**config.mk**
```make
export PLATFORM = sky130hd
export DESIGN_NAME = key_debounce_array
export DESIGN_NICKNAME = d
export VERILOG_FILES = /design/src/rtl/key_debounce_array.sv
export SDC_FILE = /design/constraint.sdc
export NUM_CORES = 1
export LEC_CHECK = 0
export CAP_MARGIN = 20
export CORE_UTILIZATION = 55
export DETAILED_ROUTE_END_ITERATION = 6
export GPL_TIMING_DRIVEN = 0
export PLACE_DENSITY_LB_ADDON = 0.2
export SETUP_SLACK_MARGIN = 0.2
export SLEW_MARGIN = 25
export SYNTH_ARGS = -nofsm -noshare
export SYNTH_HDL_FRONTEND = slang
export SYNTH_SLANG_ARGS = --single-unit
export TNS_END_PERCENT = 10
```
**constraint.sdc**
```tcl
create_clock -name clk -period 4.2 [get_ports clk]
set_input_delay 0.63 -clock clk [delete_from_list [all_inputs] [get_ports clk]]
set_output_delay 0.63 -clock clk [all_outputs]
set_load 0.05 [all_outputs]
```
**src/rtl/key_debounce_array.sv**
```systemverilog
// key_debounce_array
// N-channel push-button conditioner for the game controls. Each channel
// synchronises its raw pin, filters it on a shared sample tick so that a
// level change is only accepted after STABLE_SAMPLES consecutive differing
// samples, emits one-cycle press/release strobes, and optionally generates
// auto-repeat strobes while a key is held.
//
// All strobes are registered on the clock edge that accepts the level change,
// so press_pulse and the key_level rise appear together. act_pulse merges
// press and repeat into the single strobe the game FSM consumes.

module key_debounce_array #(
  parameter int N_KEYS         = 4,
  parameter int SAMPLE_DIV     = 200,
  parameter int STABLE_SAMPLES = 3,
  parameter int ACTIVE_LOW     = 1,
  parameter int REPEAT_EN      = 1,
  parameter int REPEAT_DELAY   = 25,
  parameter int REPEAT_RATE    = 5
) (
  input  logic              clk,
  input  logic              rst,
  input  logic [N_KEYS-1:0] k,
  output logic [N_KEYS-1:0] key_level,
  output logic [N_KEYS-1:0] press_pulse,
  output logic [N_KEYS-1:0] release_pulse,
  output logic [N_KEYS-1:0] repeat_pulse,
  output logic [N_KEYS-1:0] act_pulse
);

  // ---------------------------------------------------------------------------
  // Derived constants
  // ---------------------------------------------------------------------------
  localparam int TICK_W = $clog2(SAMPLE_DIV);
  localparam logic [TICK_W-1:0] TICK_LAST = TICK_W'(SAMPLE_DIV - 1);

  // A single-sample filter still needs a 1-bit counter so the array is legal.
  localparam int STAB_W = (STABLE_SAMPLES > 1) ? $clog2(STABLE_SAMPLES) : 1;
  localparam logic [STAB_W-1:0] STAB_LAST = STAB_W'(STABLE_SAMPLES - 1);

  localparam int RPT_MAX = (REPEAT_DELAY > REPEAT_RATE) ? REPEAT_DELAY : REPEAT_RATE;
  localparam int RPT_W   = $clog2(RPT_MAX + 1);
  localparam logic [RPT_W-1:0] DELAY_LAST = RPT_W'(REPEAT_DELAY - 1);
  localparam logic [RPT_W-1:0] RATE_LAST  = RPT_W'(REPEAT_RATE - 1);
  localparam logic [RPT_W-1:0] RPT_SAT    = {RPT_W{1'b1}};

  localparam logic RPT_ON  = (REPEAT_EN != 0);
  localparam logic PIN_INV = (ACTIVE_LOW != 0);

  // Pin level of a released key; the synchroniser resets to it so that reset
  // never looks like a key press.
  localparam logic [N_KEYS-1:0] PIN_IDLE = {N_KEYS{PIN_INV}};

  typedef enum logic [1:0] {
    ST_IDLE   = 2'd0,
    ST_HOLD   = 2'd1,
    ST_REPEAT = 2'd2
  } rpt_state_e;

  // ---------------------------------------------------------------------------
  // Signals
  // ---------------------------------------------------------------------------
  logic [N_KEYS-1:0] sync1_q, sync2_q;
  logic [N_KEYS-1:0] norm;

  logic [TICK_W-1:0] tick_cnt_q, tick_cnt_d;
  logic              tick;

  logic [STAB_W-1:0] stab_cnt_q [N_KEYS];
  logic [STAB_W-1:0] stab_cnt_d [N_KEYS];
  logic [RPT_W-1:0]  rpt_cnt_q  [N_KEYS];
  logic [RPT_W-1:0]  rpt_cnt_d  [N_KEYS];
  rpt_state_e        state_q    [N_KEYS];
  rpt_state_e        state_d    [N_KEYS];

  logic [N_KEYS-1:0] level_q,   level_d;
  logic [N_KEYS-1:0] press_q,   press_d;
  logic [N_KEYS-1:0] release_q, release_d;
  logic [N_KEYS-1:0] repeat_q,  repeat_d;

  // ---------------------------------------------------------------------------
  // Two-flop synchroniser on the raw asynchronous pins
  // ---------------------------------------------------------------------------
  // NOTE: clocked state is always written with <= so every flop samples the
  // pre-edge value of its source; a blocking = here would collapse the two
  // synchroniser stages into one.
  always_ff @(posedge clk) begin
    if (rst) begin
      sync1_q <= PIN_IDLE;
      sync2_q <= PIN_IDLE;
    end else begin
      sync1_q <= k;
      sync2_q <= sync1_q;
    end
  end

  // Normalise polarity so that 1 always means "pressed" downstream.
  assign norm = sync2_q ^ PIN_IDLE;

  // ---------------------------------------------------------------------------
  // Shared sample tick: one cycle in every SAMPLE_DIV
  // ---------------------------------------------------------------------------
  assign tick = (tick_cnt_q == TICK_LAST);

  // Next tick count: wrap to 0 after the tick cycle.
  always_comb begin
    tick_cnt_d = tick ? '0 : tick_cnt_q + TICK_W'(1);
  end

  // Tick counter register.
  always_ff @(posedge clk) begin
    if (rst) tick_cnt_q <= '0;
    else     tick_cnt_q <= tick_cnt_d;
  end

  // ---------------------------------------------------------------------------
  // Stable-sample filter and edge detection
  // ---------------------------------------------------------------------------
  // Accept a level change after STABLE_SAMPLES consecutive differing samples;
  // any agreeing sample restarts the count. The accepting tick also raises the
  // matching press/release strobe.
  // NOTE: every output of a combinational block gets a default before any
  // branch, so no path leaves a signal unassigned and no latch is inferred.
  always_comb begin
    level_d   = level_q;
    press_d   = '0;
    release_d = '0;
    for (int i = 0; i < N_KEYS; i++) begin
      stab_cnt_d[i] = stab_cnt_q[i];
      if (tick) begin
        if (norm[i] == level_q[i]) begin
          stab_cnt_d[i] = '0;
        end else if (stab_cnt_q[i] == STAB_LAST) begin
          level_d[i]    = ~level_q[i];
          stab_cnt_d[i] = '0;
          press_d[i]    = ~level_q[i];
          release_d[i]  =  level_q[i];
        end else begin
          // Below STAB_LAST here, so the increment cannot wrap.
          stab_cnt_d[i] = stab_cnt_q[i] + STAB_W'(1);
        end
      end
    end
  end

  // ---------------------------------------------------------------------------
  // Auto-repeat FSM, next-state and repeat strobe
  // ---------------------------------------------------------------------------
  // Advances only on ticks. An accepted release always wins over a repeat due
  // on the same tick. With repeat disabled the channel parks in HOLD and its
  // counter saturates.
  always_comb begin
    repeat_d = '0;
    for (int i = 0; i < N_KEYS; i++) begin
      state_d[i]   = state_q[i];
      rpt_cnt_d[i] = rpt_cnt_q[i];
      if (tick) begin
        unique case (state_q[i])
          ST_IDLE: begin
            if (press_d[i]) begin
              state_d[i]   = ST_HOLD;
              rpt_cnt_d[i] = '0;
            end
          end
          ST_HOLD: begin
            if (release_d[i]) begin
              state_d[i]   = ST_IDLE;
              rpt_cnt_d[i] = '0;
            end else if (RPT_ON && (rpt_cnt_q[i] == DELAY_LAST)) begin
              state_d[i]   = ST_REPEAT;
              rpt_cnt_d[i] = '0;
              repeat_d[i]  = 1'b1;
            end else if (rpt_cnt_q[i] != RPT_SAT) begin
              rpt_cnt_d[i] = rpt_cnt_q[i] + RPT_W'(1);
            end
          end
          ST_REPEAT: begin
            if (release_d[i]) begin
              state_d[i]   = ST_IDLE;
              rpt_cnt_d[i] = '0;
            end else if (rpt_cnt_q[i] == RATE_LAST) begin
              rpt_cnt_d[i] = '0;
              repeat_d[i]  = 1'b1;
            end else if (rpt_cnt_q[i] != RPT_SAT) begin
              rpt_cnt_d[i] = rpt_cnt_q[i] + RPT_W'(1);
            end
          end
          default: begin
            state_d[i]   = ST_IDLE;
            rpt_cnt_d[i] = '0;
          end
        endcase
      end
    end
  end

  // ---------------------------------------------------------------------------
  // Per-channel state registers
  // ---------------------------------------------------------------------------
  // Filter counters, repeat counters and FSM states for every channel.
  // NOTE: these per-channel arrays are ordinary flops, not a RAM, so they are
  // reset explicitly; reset must leave every channel idle with zeroed counts.
  always_ff @(posedge clk) begin
    if (rst) begin
      for (int i = 0; i < N_KEYS; i++) begin
        stab_cnt_q[i] <= '0;
        rpt_cnt_q[i]  <= '0;
        state_q[i]    <= ST_IDLE;
      end
    end else begin
      for (int i = 0; i < N_KEYS; i++) begin
        stab_cnt_q[i] <= stab_cnt_d[i];
        rpt_cnt_q[i]  <= rpt_cnt_d[i];
        state_q[i]    <= state_d[i];
      end
    end
  end

  // Debounced level and one-cycle strobes; reset clears them without ever
  // producing a release strobe.
  always_ff @(posedge clk) begin
    if (rst) begin
      level_q   <= '0;
      press_q   <= '0;
      release_q <= '0;
      repeat_q  <= '0;
    end else begin
      level_q   <= level_d;
      press_q   <= press_d;
      release_q <= release_d;
      repeat_q  <= repeat_d;
    end
  end

  // ---------------------------------------------------------------------------
  // Outputs
  // ---------------------------------------------------------------------------
  assign key_level     = level_q;
  assign press_pulse   = press_q;
  assign release_pulse = release_q;
  assign repeat_pulse  = repeat_q;
  assign act_pulse     = press_q | repeat_q;

endmodule

```
Word level (Yosys, flattened, before mapping)
Memories as Yosys holds them, arrays and structs flattened.
Cells that the tools add are included.
Word-level totals
  output and inout bits: 20
  register bits: 32
  memory bits (writable): 36
  memories: 3
Memory list
  rpt_cnt_q: words 4, width 5, read ports 4, clocked after memory_dff 0, write ports 4, RTL line 71  | logic [RPT_W-1:0] rpt_cnt_q [N_KEYS];
  stab_cnt_q: words 4, width 2, read ports 4, clocked after memory_dff 0, write ports 4, RTL line 69  | logic [STAB_W-1:0] stab_cnt_q [N_KEYS];
  state_q: words 4, width 2, read ports 4, clocked after memory_dff 0, write ports 4, RTL line 73  | rpt_state_e state_q [N_KEYS];
Cells by class
  $add $sub $neg: 9
  bitwise gates (word level): 23
  muxes and demuxes: 127
  equal/unequal tests: 29
  reduce and logical (&&, ||, !) cells: 10
Operators by type and width (number)
  $mux W5: 32
  $mux W2: 40
  $pmux W5 S3: 4
  $mux W1: 43
  $pmux W2 S3: 4
  $add A5 B1 Y5 const B: 4
  $eq A5 B3 Y1 const B: 4
  $eq A5 B5 Y1 const B: 4
  $ne A5 B5 Y1 const B: 4
  $eq A2 B2 Y1 const B: 8
  $or A1 B1 Y1: 12
  $reduce_and A3 Y1: 4
  $not A1 Y1: 9
  $add A2 B1 Y2 const B: 4
  $add A8 B1 Y8 const B: 1
  $eq A2 B1 Y1 const B: 4
  $eq A8 B8 Y1 const B: 1
  $logic_not A2 Y1: 4
  $pmux W1 S2: 4
  $eq A1 B1 Y1: 4
  $not A4 Y4: 1
  $or A4 B4 Y4: 1
  $reduce_or A2 Y1: 2

Longest topological paths before layout
  depth in word-level cells: 8
  mapped depth: 8
  mapped depth without buffers: 7

Worst setup path before layout
No wires, ideal clock.
  path kind: register -> register
  start point: reg level_q[3], in the netlist key_level[3]
  end point: mem rpt_cnt_q[3][0] (netlist bit)
  period minus slack after synthesis: 1968 ps
  data required time: 4082 ps
  setup slack: 2232 ps
  stages on the path, launching flop included: 6
  data arrival time: 1850 ps
  cell sequence: dfxtp_1 or4b_4 a211oi_4 and2_1 xnor2_1 nor2_1
RTL lines
  start: declaration: RTL line 76  | logic [N_KEYS-1:0] level_q, level_d;
  start signal: assignment: RTL line 228  | level_q <= level_d;
  end: declaration: RTL line 71

Worst setup path after layout
  start point: reg repeat_q[2], in the netlist repeat_pulse[2]
  end point: out act_pulse[2]
Between the ends
  cells in the longest elaborated chain, start to end: 1
RTL lines
  start: declaration: RTL line 79  | logic [N_KEYS-1:0] repeat_q, repeat_d;
  start signal: assignment: RTL line 231  | repeat_q <= repeat_d;
  $or A4 B4 Y4: RTL line 242  | assign act_pulse = press_q | repeat_q;
  end: declaration: RTL line 28  | output logic [N_KEYS-1:0] act_pulse
No other way between the ends.

==> reports/metrics.csv <==
stage,metric,value,unit
outcome,status,"complete, no violations",
layout,area_growth,15.5,%
sta,setup_tns,0,ps
sta,fmax,439,MHz
clocking,path_clk_slew,70,ps
global_routing,grt_pass1_vias,2560,
yosys,synth_cell_type_count,48,
pwr,finalPower,1.21,mW
yosys,postSynthRegisterBits,68,
layout,final_common_cell,dfxtp_1,
die,fp-row-count,28,
placement,placed_area,3760,um^2
die,start_util,57.3,%
clocking,h-tree-depth,3,
drt,wl,6700,um
setup_path,rr_worst_depth,7,
pwr,p_per_area,307,nW/um^2
placement,dp_slack,1880,ps
sta,rsz0062_at_grt,no,
clocking,cts_setup_buffers,0,
yosys,yosysWarnings,0,
clocking,cts.sinks,68,
yosys,synth.area.top_cells,"dfxtp_1 40%, ha_1 7.7%, nor2_1 4.8%",
yosys,synth_area,3410,um^2
global_routing,antenna_found_initial,0,
setup_path,start_kind,flip-flop,
sta,maxSlewViolCount,0,
yosys,synth_top_area_share,39.9,%
drt,drt_first_pass_iters,4,
setup_path,reg2reg_slack,2060,ps
pwr,ir_worst_vdd,0.000223,V
global_routing,track_usage,22.8,%
sta,min_period,2280,ps
drt,drt-wirelength-per-cell,13.6,um
yosys,synth_area_per_cell,9.08,um^2
layout,drive_gt1_share,11.1,%
yosys,yosys.area_share.simple,26.3,%
die,core,5960,um^2
sta,finalSetupViolCount,0,
yosys,ys_seq_area_share,39.9,%
die,fp.dieW,80.8,um
die,fp.dieArea,6520,um^2
global_routing,grt_pass1_wl,11300,um
drt,vias_per_cell,5.58,
clocking,cts_resized,0,
setup_path,cp-end-kind,output port,
drt,drc_errors,0,
yosys,synth_adder_area_share,7.70,%
clocking,clock_latency,350,ps
worst_hold_path,hold-path-cell-count,1,
clocking,cts_buffer_depth,2,
sta,timing.final.ws_setup,1920,ps
sta,tightest_slew,745,ps
global_routing,grt_max_degree,11,
yosys,synth-xor-area-share,3.08,%
yosys,syn-num-nets,403,
clocking,holdBufCountCts,0,
sta,hold_viol_final,0,
pwr,total_leakage_power,1.40,nW
placement,io_buffers,25,
setup_path,critical_path_required,3570,ps
yosys,synth_compound_area_share,15.1,%
clocking,cts_tree,done,
yosys,synth_cells,376,
layout,nNetsFinal,439,
worst_hold_path,hold_class,flip-flop to flip-flop,
sta,skew,7.76,ps
layout,n_antenna_cell,0,
clocking,cts_buffers,9,
placement,hpwl,4640,um
layout,layout_common_cells,"68 x dfxtp_1, 44 x nor2_1, 27 x a21oi_1, 25 x clkdlybuf4s50_1, 23 x inv_1",
placement,gp_congestion,0.822,
sta,relSlewSlack,50.2,%
setup_path,worstPathArrival,1650,ps
die,die_h,80.8,um
layout,design_area,3940,um^2
job,maxCapViolCount,0,
drt,initialDrtViolationCount,95,
yosys,synth_top_family_by_area,simple AND/OR/NAND/NOR gates,
die,ios,26,
yosys,yosysTopAreaCell,dfxtp_1,
layout,final_core_util,66.2,%
drt,ant_nets,0,
drt,vias,2739,
global_routing,grt_overflow,0,
yosys,muxShareOfSynthArea,2.93,%
setup_path,path_class,flip-flop to output port,
sta,period_share,54.2,%
setup_path,crit_path_max_fanout,2,
clocking,clock-root-buffer,clkbuf_8,
## layout make-up
cell class	instances	area, um^2
multi-input combinational	270	1880
clock buffer	13	149
timing repair buffer	25	250
buffer	15	85.1
tap	75	93.8
clock inverter	2	35.0
inverter	23	86.3
fill	505	2010
sequential	68	1360
## routing by layer
layer / track usage [%] / part of all wire, %
met1: 29.0 / 49
met2: 35.8 / 44
met3: 4.27 / 3.0
met4: 14.3 / 3.0
met5: 0 / 0
## kinds of logic (layout without fill, tap and decap cells)
kind of cell,count (synthesis),in the layout
multiplexers,10,10
adder cells (fa/ha/maj),21,21
XOR/XNOR,12,12
flip-flops,68,68
AND/OR/NAND/NOR,154,154
buffers and inverters,38,78
AO/OA/AOI/OAI,73,73
## Yosys cell counts, drive strengths merged
| cell type | n |
|---|---|
| dfxtp | 68 |
| nor2 | 45 |
| a21oi | 27 |
| inv | 23 |
| ha | 21 |
| nor3 | 19 |
| a211oi | 15 |
| nand2 | 15 |
| nand3 | 14 |
| or2 | 13 |
| o21ai | 12 |
| mux2i | 10 |
| clkbuf | 9 |
| nand4b | 9 |
| xor2 | 8 |
| nand4 | 7 |
| nor3b | 7 |
| buf | 6 |
| a41oi | 5 |
| and3 | 5 |
| nand2b | 4 |
| or4b | 4 |
| xnor2 | 4 |
| a22oi | 3 |
| a31oi | 3 |
| and4b | 3 |
| a2111oi | 2 |
| a32oi | 2 |
| nor2b | 2 |
| o211ai | 2 |
| or4bb | 2 |
| a21boi | 1 |
| and2 | 1 |
| nand3b | 1 |
| nor4 | 1 |
| o41ai | 1 |
| or3 | 1 |
| or3b | 1 |
## stage by stage
stage,hold WS (ps),cells
floorplan,389,376
global placement,391,476
detailed placement,395,476
CTS,412,491
global route,419,491
finish,410,491
## where the power goes
part           leakage, nW  internal (mW)  switching (mW)  total, mW
logic                0.755         0.0110          0.0140     0.0250
clock network       0.0935          0.287           0.244      0.531
registers            0.550          0.650         0.00440      0.655
total                 1.40          0.949           0.262       1.21
## critical path, stage by stage (launching register included)
cell and delay [ps]:
dfxtp_1 310, or2_2 280, clkdlybuf4s50_1 700
## worst paths after layout
kind | from | endpoint
worst min register to register | sync1_q[3] | sync2_q[3]
worst max register to register | rpt_cnt_q[0][0] | rpt_cnt_q[0][1]
worst min-delay path | sync1_q[3] | sync2_q[3]
worst max-delay path | repeat_pulse[2] | act_pulse[2]
## sequential cells by signal, indices dropped and copies added, names as in the netlist
signal / cells
stab_cnt_q: 8
key_level: 4
press_pulse: 4
repeat_pulse: 4
state_q: 8
sync2_q: 4
tick_cnt_q: 8
rpt_cnt_q: 20
release_pulse: 4
sync1_q: 4
No activity file was read; power rests on OpenSTA's default activity.
